### config.mk
export PLATFORM = sky130hd
export DESIGN_NAME = next_pc_unit
export DESIGN_NICKNAME = d
export VERILOG_FILES = /design/src/rtl/next_pc_unit.sv
export SDC_FILE = /design/constraint.sdc
export NUM_CORES = 1
export LEC_CHECK = 0
export CAP_MARGIN = 30
export CORE_AREA = 2 2 176 178
export DETAILED_ROUTE_END_ITERATION = 7
export DIE_AREA = 0 0 178 180
export RECOVER_POWER = 25
export SLEW_MARGIN = 25
export SYNTH_ARGS = -nofsm -noshare
export SYNTH_HDL_FRONTEND = slang
export SYNTH_SLANG_ARGS = --single-unit
export TNS_END_PERCENT = 20
### constraint.sdc
create_clock -name clk -period 3.7 [get_ports clk]
set_input_delay 0.555 -clock clk [delete_from_list [all_inputs] [get_ports clk]]
set_output_delay 0.555 -clock clk [all_outputs]
set_load 0.005 [all_outputs]
### src/rtl/next_pc_unit.sv
// Next-PC selection with a circular return-address stack and a pending-interrupt
// redirect that is only taken from user mode (supervisor bit clear).
module next_pc_unit #(
   parameter int unsigned       ADDR_W    = 32,
   parameter int unsigned       RAS_DEPTH = 4,
   parameter logic [ADDR_W-1:0] RST_ADDR  = '0
) (
   input  logic                       clk,
   input  logic                       RESET_N,
   input  logic                       stall,
   input  logic [2:0]                 PCSEL,
   input  logic [ADDR_W-1:0]          JT,
   input  logic [ADDR_W-1:0]          ShftSextC,
   input  logic [ADDR_W-1:0]          XAddr,
   input  logic [ADDR_W-1:0]          IllOpAddr,
   input  logic                       ras_push,
   input  logic                       irq,
   output logic [ADDR_W-1:0]          pc_o,
   output logic [ADDR_W-1:0]          PcIncr,
   output logic [ADDR_W-1:0]          branchOffset,
   output logic                       irq_taken,
   output logic                       ras_empty,
   output logic [$clog2(RAS_DEPTH):0] ras_count
);

   localparam int unsigned       PTR_W    = $clog2(RAS_DEPTH);
   localparam int unsigned       CNT_W    = PTR_W + 1;
   localparam logic [CNT_W-1:0]  CNT_FULL = CNT_W'(RAS_DEPTH);
   localparam logic [CNT_W-1:0]  CNT_ONE  = CNT_W'(1'b1);
   localparam logic [PTR_W-1:0]  PTR_ONE  = PTR_W'(1'b1);
   localparam logic [ADDR_W-1:0] PC_STEP  = ADDR_W'(3'd4);

   typedef enum logic [2:0] {
      SEL_INCR   = 3'b000,
      SEL_BRANCH = 3'b001,
      SEL_JUMP   = 3'b010,
      SEL_ILLOP  = 3'b011,
      SEL_XCPT   = 3'b100,
      SEL_POP    = 3'b101,
      SEL_RST0   = 3'b110,
      SEL_RST1   = 3'b111
   } pcsel_e;

   logic [ADDR_W-1:0] pc_q, pc_d;
   logic              pending_q, pending_d;
   logic              irq_taken_q, irq_taken_d;
   logic [PTR_W-1:0]  top_q, top_d;
   logic [CNT_W-1:0]  count_q, count_d;
   logic [ADDR_W-1:0] ras_q [RAS_DEPTH];

   logic              ras_we_s;
   logic [PTR_W-1:0]  ras_widx_s;
   logic [ADDR_W-1:0] ras_wdata_s;
   logic [ADDR_W-1:0] pc_incr_s;
   logic [ADDR_W-1:0] branch_s;
   logic [ADDR_W-1:0] jump_s;
   logic              ras_nonempty_s;
   logic              pop_s;
   logic              vector_sel_s;
   logic              take_s;

   assign pc_incr_s      = pc_q + PC_STEP;
   assign branch_s       = pc_incr_s + ShftSextC;
   // A jump can keep or drop supervisor mode but never enter it.
   assign jump_s         = {pc_q[ADDR_W-1] & JT[ADDR_W-1], JT[ADDR_W-2:0]};
   assign ras_nonempty_s = (count_q != '0);
   assign pop_s          = (PCSEL == 3'b101) && ras_nonempty_s;
   assign vector_sel_s   = (PCSEL == 3'b011) || (PCSEL == 3'b100);
   assign take_s         = pending_q && !stall && !pc_q[ADDR_W-1] && !vector_sel_s;

   // Next-state for PC, interrupt pending/taken flags and RAS pointer/count.
   always_comb begin
      pc_d        = pc_q;
      pending_d   = irq | pending_q;
      irq_taken_d = 1'b0;
      top_d       = top_q;
      count_d     = count_q;
      ras_we_s    = 1'b0;
      ras_widx_s  = top_q;
      ras_wdata_s = pc_incr_s;
      if (stall) begin
         pc_d = pc_q;
      end else if (take_s) begin
         pc_d        = XAddr;
         pending_d   = irq;
         irq_taken_d = 1'b1;
      end else begin
         case (pcsel_e'(PCSEL))
            SEL_INCR:   pc_d = pc_incr_s;
            SEL_BRANCH: pc_d = branch_s;
            SEL_JUMP:   pc_d = jump_s;
            SEL_ILLOP:  pc_d = IllOpAddr;
            SEL_XCPT:   pc_d = XAddr;
            SEL_POP:    pc_d = ras_nonempty_s ? ras_q[top_q] : jump_s;
            SEL_RST0:   pc_d = RST_ADDR;
            SEL_RST1:   pc_d = RST_ADDR;
            default:    pc_d = RST_ADDR;
         endcase
         if (pop_s && ras_push) begin
            ras_we_s   = 1'b1;
            ras_widx_s = top_q;
         end else if (pop_s) begin
            top_d   = top_q - PTR_ONE;
            count_d = count_q - CNT_ONE;
         end else if (ras_push) begin
            // Advancing onto the oldest slot when full overwrites it.
            ras_we_s   = 1'b1;
            ras_widx_s = top_q + PTR_ONE;
            top_d      = top_q + PTR_ONE;
            count_d    = (count_q == CNT_FULL) ? count_q : count_q + CNT_ONE;
         end else begin
            top_d = top_q;
         end
      end
   end

   // Control state register with asynchronous reset.
   always_ff @(posedge clk or negedge RESET_N) begin
      if (!RESET_N) begin
         pc_q        <= RST_ADDR;
         pending_q   <= 1'b0;
         irq_taken_q <= 1'b0;
         top_q       <= '0;
         count_q     <= '0;
      end else begin
         pc_q        <= pc_d;
         pending_q   <= pending_d;
         irq_taken_q <= irq_taken_d;
         top_q       <= top_d;
         count_q     <= count_d;
      end
   end

   // RAS storage; contents are qualified by count, so they carry no reset.
   always_ff @(posedge clk) begin
      if (ras_we_s) begin
         ras_q[ras_widx_s] <= ras_wdata_s;
      end
   end

   assign pc_o         = pc_q;
   assign PcIncr       = pc_incr_s;
   assign branchOffset = branch_s;
   assign irq_taken    = irq_taken_q;
   assign ras_empty    = (count_q == '0);
   assign ras_count    = count_q;

endmodule

==> metrics.csv, run 1 <==
metric,value,unit
initial core utilization,34.7,%
fin crit share,113,%
register area,4820,µm²
CP startpoint,pc_o[6]$_DFFE_PN0N_,
r2r setup slk,-40,ps
Synth area leaders,"edfxtp_1 (37%), dfrtp_1 (9.3%), mux4_2 (6.9%)",
Reg-to-Reg Start,pc_o[6]$_DFFE_PN0N_,
top-count cell post-synth,edfxtp_1,
Area Overhead vs Synth,59.3,%
"CTS clk-pin slew, worst paths",80,ps
count of final setup violators,21,
worst min-delay path class,reg2reg,
final net count,1596,
core area,30200,µm²
"EDFF count, synth",128,
port bufs,236,
minimum clock period,4180,ps
Detailed Route WL,42600,µm
pwr/cell area,669,nW/µm²
first-pass GRT wire length,63300,µm
# rows,64,
die footprint,32000,µm²
clk_skew,20.5,ps
"Hold Vio Cnt, Final",0,
fmax,0.239,GHz
CP startpoint kind,flip-flop,
global route overflow,0,
vias per std cell,5.53,
Fill cells,2605,
final setup margin,-478,ps
CTS root buffer,clkbuf_16,
required time worst endpoint,3140,ps
htree depth,4,
via count,10100,
failing checks,"capacitance limit, slew limit, setup timing",
First-pass DRT Iterations,5,
Die X-Extent,178,µm
unrepaired setup endpoints after global routing,true,
Tightest Pin Transition,2600,ps
CP endpoint kind,output port,
Peak VDD IR,291,µV
clock sink total,167,
worst skew pair latency,450,ps
total power,11100,µW
Synth Instances,949,
TritonCTS clock tree,done,
post-synthesis sequential area ratio,46.1,%
post-route ant nets,0,
initial DRC count,1015,
initial antenna violation count,0,
Post-Syn Nets,1126,
Yosys Warn Count,0,
Yosys reg bits,167,
largest net degree at the start of global routing,41,
GRT Overall Usage,26.4,%
Worst Path Arrival,3620,ps
DIE HEIGHT,180,µm
relative slew slack,-73.7,%
Max-Cap Viols,1,
multi-input logic area,6260,µm²
DP Wirelength,30400,µm
outcome,finished with violations,
DR WL/cell,23.3,µm
WHS,497,ps
placed cells,1756,
"area leader, netlist",edfxtp_1,
placed instance area,14900,µm²
reg-to-reg endpoint,pc_o[24]$_DFFE_PN0N_,
routability cong.,0.928,
Synth cell types,64,
synthesized area,10500,µm²
R2R depth,22,
WS Path Type,reg2out,
IO Pins,237,
Setup TNS Final,-6510,ps
Synth Area per Inst,11.0,µm²
drc violations,0,
cts bufs inserted,17,
final cell area excluding filler cells,16700,µm²
CP Max Fanout,4,
CP Capture Point,branchOffset[27],
top cell type's share of synthesized area,36.7,%
"Cell Count, Final, Fillers Out",1828,
fraction of layout cells with a size suffix above 1,34.8,%
diode count,0,
fraction of registers with async set/reset,23.4,%
Synth top cells by count,"edfxtp_1 (128), a21oi_1 (89), nand2_1 (71)",
hold path cells,1,
vias in the first global route,10300,
Post-synth top flop,edfxtp_1,
Leakage,0.00652,µW
Pins Over Slew Limit,40,
Clock Path Buffers,2,
[worst max-delay path: stages, from the launching register on]
cell and delay, ps:
dfrtp_1 390, buf_6 120, nand3_4 80, nor2_4 150, nand4_1 230, xnor2_2 290, ha_4 250, a21o_1 210
a21o_1 180, o21bai_1 190, and3_4 260, buf_4 120, o21a_4 140, o21ai_2 70, xnor2_2 200, inv_1 50
dlygate4sd2_1 260
[placed cells by master, fill, tap and decap left out, types with 30 or more instances in the layout]
cell type,netlist,routed
buf_4,3,247
clkdlybuf4s50_1,0,211
edfxtp_1,128,128
a21oi_1,89,72
nand2_1,71,65
o21ai_0,54,48
dfrtp_1,39,36
nor2_1,49,35
mux2i_1,35,35
mux4_2,32,32
o21a_1,33,30
[kinds of logic after synthesis]
family | count (synthesis) | share of synthesized area [%]
compound gates | 309 | 19.5
xor+xnor | 62 | 5.26
fa+ha+maj | 41 | 5.05
buf+inv | 84 | 3.24
flops | 167 | 46.1
mux | 71 | 10.7
simple gates | 215 | 10.2
[worst min path at each step]
stage	start	slack, ps	end
after floorplan	RESET_N	260	irq_taken$_DFF_PN0_
after global placement	pending_q$_DFF_PN0_	480	pending_q$_DFF_PN0_
after detailed placement	pending_q$_DFF_PN0_	480	pending_q$_DFF_PN0_
after CTS	RESET_N	150	ras_count[1]$_DFFE_PN0P_
after global routing	pending_q$_DFF_PN0_	540	pending_q$_DFF_PN0_
final	pending_q$_DFF_PN0_	500	pending_q$_DFF_PN0_
[final cells by class]
type | count | area share, %
well taps | 396 | 2.97
flip-flops and latches | 167 | 28.9
inverters | 27 | 0.608
repair buffers | 508 | 26.5
multi-input cells | 698 | 37.5
clock inverters | 15 | 0.916
clock buffers | 17 | 2.55
[report_power, final]
group	total [µW]	switching (µW)	leakage [µW]	internal (µW)
clock network	1780	880	0.000281	900
logic	6710	3130	0.00460	3580
registers	2660	217	0.00164	2440
[repair_timing]
action,in CTS,in global routing
resized for setup,170,77
pin swaps,59,47
setup buffers,31,9
hold buffers,0,0
setup endpoints to repair,27,28
[per-layer routing]
| layer | up-vias | wire (µm) | global-route usage (%) |
|---|---|---|---|
| met1 | 4953 | 18400 | 36.6 |
| met4 | 0 | 1110 | 8.49 |
| li1 | 4597 | - | - |
| met3 | 62 | 3510 | 5.69 |
| met5 | - | 0 | 0 |
| met2 | 498 | 19500 | 41.0 |
[sequential cells by signal (all words and copies together), names as in the netlist]
signal	flops
pc_o	32
pending_q	1
top_q	2
ras_q	128
ras_count	3
irq_taken	1
[stage by stage]
stage,setup slack (ps),utilization [%]
floorplan,-42.6,-
global placement,-573,49.2
detailed placement,-617,49.2
CTS,-467,54.0
global route,-632,55.2
finish,-478,55.2
Note: power is estimated with default switching activity, not from simulation.
==> run 2, diff against run 1 <==
--- a/config.mk
+++ b/config.mk
@@ -5,10 +5,11 @@
 export SDC_FILE = /design/constraint.sdc
 export NUM_CORES = 1
 export LEC_CHECK = 0
+export ABC_AREA = 1
 export CAP_MARGIN = 30
-export CORE_AREA = 2 2 176 178
+export CORE_AREA = 2 2 185 187
 export DETAILED_ROUTE_END_ITERATION = 7
-export DIE_AREA = 0 0 178 180
+export DIE_AREA = 0 0 187 189
 export RECOVER_POWER = 25
 export SLEW_MARGIN = 25
 export SYNTH_ARGS = -nofsm -noshare
==> metrics.csv, run 2 <==
metric,value,unit
fin crit share,106,%
DIE HEIGHT,189,µm
"Hold Vio Cnt, Final",0,
most frequent cells in the layout,"nand2_1 (319), buf_4 (298), clkdlybuf4s50_1 (212)",
clock share of power,14.3,%
Post-Syn Nets,1703,
largest net degree at the start of global routing,39,
TritonCTS clock tree,done,
worst skew pair latency,450,ps
# rows,67,
"CTS clk-pin slew, worst paths",70,ps
switch share,43.2,%
Leakage,0.00827,µW
Synth area leaders,"edfxtp_1 (33%), nand2_1 (13%), dfrtp_1 (8.5%)",
dpl ws,-485,ps
GRT Overall Usage,29.2,%
CP Max Fanout,4,
relative slew slack,0.284,%
Clock Path Buffers,2,
DR WL/cell,21.1,µm
CP startpoint kind,flip-flop,
final cell area excluding filler cells,18800,µm²
Synth top cells by count,"nand2_1 (394), inv_1 (201), nor2_1 (167)",
Synth cell types,47,
clk_skew,10.3,ps
Die X-Extent,187,µm
CTS root buffer,clkbuf_16,
final setup margin,-228,ps
unrepaired setup endpoints after global routing,true,
first-pass GRT wire length,76600,µm
fraction of registers with async set/reset,23.4,%
via count,13200,
Peak VDD IR,357,µV
placed instance area,16100,µm²
Yosys reg bits,167,
initial antenna violation count,0,
required time worst endpoint,3140,ps
placed cells,2406,
post-synthesis sequential area ratio,42.0,%
outcome,finished with violations,
Psw,5290,µW
fmax,0.255,GHz
Detailed Route WL,53100,µm
Tightest Pin Transition,1500,ps
htree depth,4,
Synth Instances,1526,
pwr/cell area,650,nW/µm²
synthesized area,11500,µm²
"area leader, netlist",edfxtp_1,
die footprint,35300,µm²
port bufs,236,
Pins Over Slew Limit,0,
Top reg by flops,ras_q,
final net count,2233,
minimum clock period,3930,ps
failing checks,"capacitance limit, setup timing",
Worst Path Arrival,3370,ps
initial DRC count,1190,
r2r setup slk,-200,ps
vias per std cell,5.23,
Post-synth top flop,edfxtp_1,
core area,33300,µm²
DP Wirelength,38900,µm
initial core utilization,34.5,%
Max-Cap Viols,1,
Slowest cell on crit path,dfrtp_1,
worst min-delay path class,in2async,
top-count cell post-synth,nand2_1,
Yosys Warn Count,0,
post-route ant nets,0,
global route overflow,0,
clock sink total,167,
CP endpoint kind,output port,
Seq pwr share,21.7,%
fin util,56.5,%
Fill cells,2988,
max reg flops,128,
Int Pwr,6940,µW
routability cong.,1.00,
IO Pins,237,
diode count,0,
"Cell Count, Final, Fillers Out",2517,
fraction of layout cells with a size suffix above 1,31.6,%
power share of the combinational group,64.0,%
"leading cell type in the layout, fill and taps excluded",nand2_1,
First-pass DRT Iterations,5,
vias in the first global route,12500,
CP most frequent cell,buf_6,
# hold bufs at CTS,0,
crit path cell chain,buf_6 > nand2_8 > nor3_4 > buf_6 > nand3_1 > nand2_2 > inv_4 > ha_4 > nand2_1 > buf_4 > nor2_4 > buf_4 > nand2_2 > nor3_2 > nand2_2 > buf_6 > nand3_2 > buf_4 > and2_4 > buf_6,
Area Overhead vs Synth,63.9,%
WS Path Type,reg2out,
cts bufs inserted,17,
count of final setup violators,23,
Synth Area per Inst,7.52,µm²
drc violations,0,
top cell type's share of synthesized area,33.5,%
"Largest stage delay, worst path",440,ps
"EDFF count, synth",128,
==> run 2: final timing paths <==
path,start,to,cells after the start
setup / recovery,pc_o[7]$_DFFE_PN0N_,branchOffset[25],20
hold / removal,RESET_N,ras_count[0]$_DFFE_PN0P_,1
setup reg to reg,pc_o[7]$_DFFE_PN0N_,pc_o[25]$_DFFE_PN0N_,30
hold reg to reg,ras_count[2]$_DFFE_PN0P_,ras_count[2]$_DFFE_PN0P_,1
max in group asynchronous,RESET_N,pc_o[13]$_DFFE_PN0N_,2
min in group clk,ras_count[2]$_DFFE_PN0P_,ras_count[2]$_DFFE_PN0P_,1
==> run 2: area by class of cell <==
class | instances | area (µm²) | area share [%]
Tap cell | 448 | 561 | 2.98
Clock buffer | 17 | 425 | 2.26
Clock inverter | 15 | 139 | 0.738
Inverter | 206 | 796 | 4.23
Multi-Input combinational cell | 1096 | 7170 | 38.1
Timing Repair Buffer | 568 | 4890 | 26.0
Sequential cell | 167 | 4830 | 25.7
==> run 2: per-layer routing <==
metal / vias to the layer above / wire length (µm) / track usage, %
met5: - / 0 / 0
met4: 0 / 1540 / 8.76
met3: 100 / 4150 / 4.62
met2: 660 / 24700 / 48.4
met1: 6291 / 22800 / 39.4
li1: 6107 / - / -
==> run 2: power groups by stage <==
| stage | clock, µW | sequential [µW] | combinational [µW] |
|---|---|---|---|
| 6_report | 1750 | 2650 | 7830 |
| 5_1_grt | 1830 | 2670 | 8320 |
| 4_1_cts | 1760 | 2620 | 7210 |
| 3_5_place_dp | 0 | 2650 | 6410 |
| 3_3_place_gp | 0 | 2640 | 6390 |
| 2_1_floorplan | 0 | 2650 | 2700 |
==> run 2: cells by family after synthesis <==
family                   Yosys count  share of synthesized area (%)
AND/OR/NAND/NOR                  703                           25.6
flip-flops                       167                           42.0
adder cells (fa/ha/maj)           41                           4.60
buffers and inverters            263                           8.84
XOR/XNOR                          42                           3.20
AO/OA/AOI/OAI                    310                           15.8
==> run 2: critical path: cells and delay by family, from the launching register on <==
family / cells / cell delay [ps]
buffers and inverters: 8 / 960
adders and majority gates: 1 / 270
DFF: 1 / 440
and+or+nand+nor: 11 / 1260
==> run 2: timing repair <==
item	CTS	global route
buffers inserted	51	29
gates resized for setup	287	150
setup endpoints to repair	26	27
endpoints found under the hold margin	0	0
cloned	0	0
pin swaps	83	92
==> run 2: through the flow <==
step	total power, µW	setup TNS (ps)	hold WS [ps]
floorplan	5350	0	259
global placement	9030	-4620	487
detailed placement	9060	-5240	486
CTS	11600	-2620	74.6
global route	12800	-6990	384
finish	12200	-2930	308
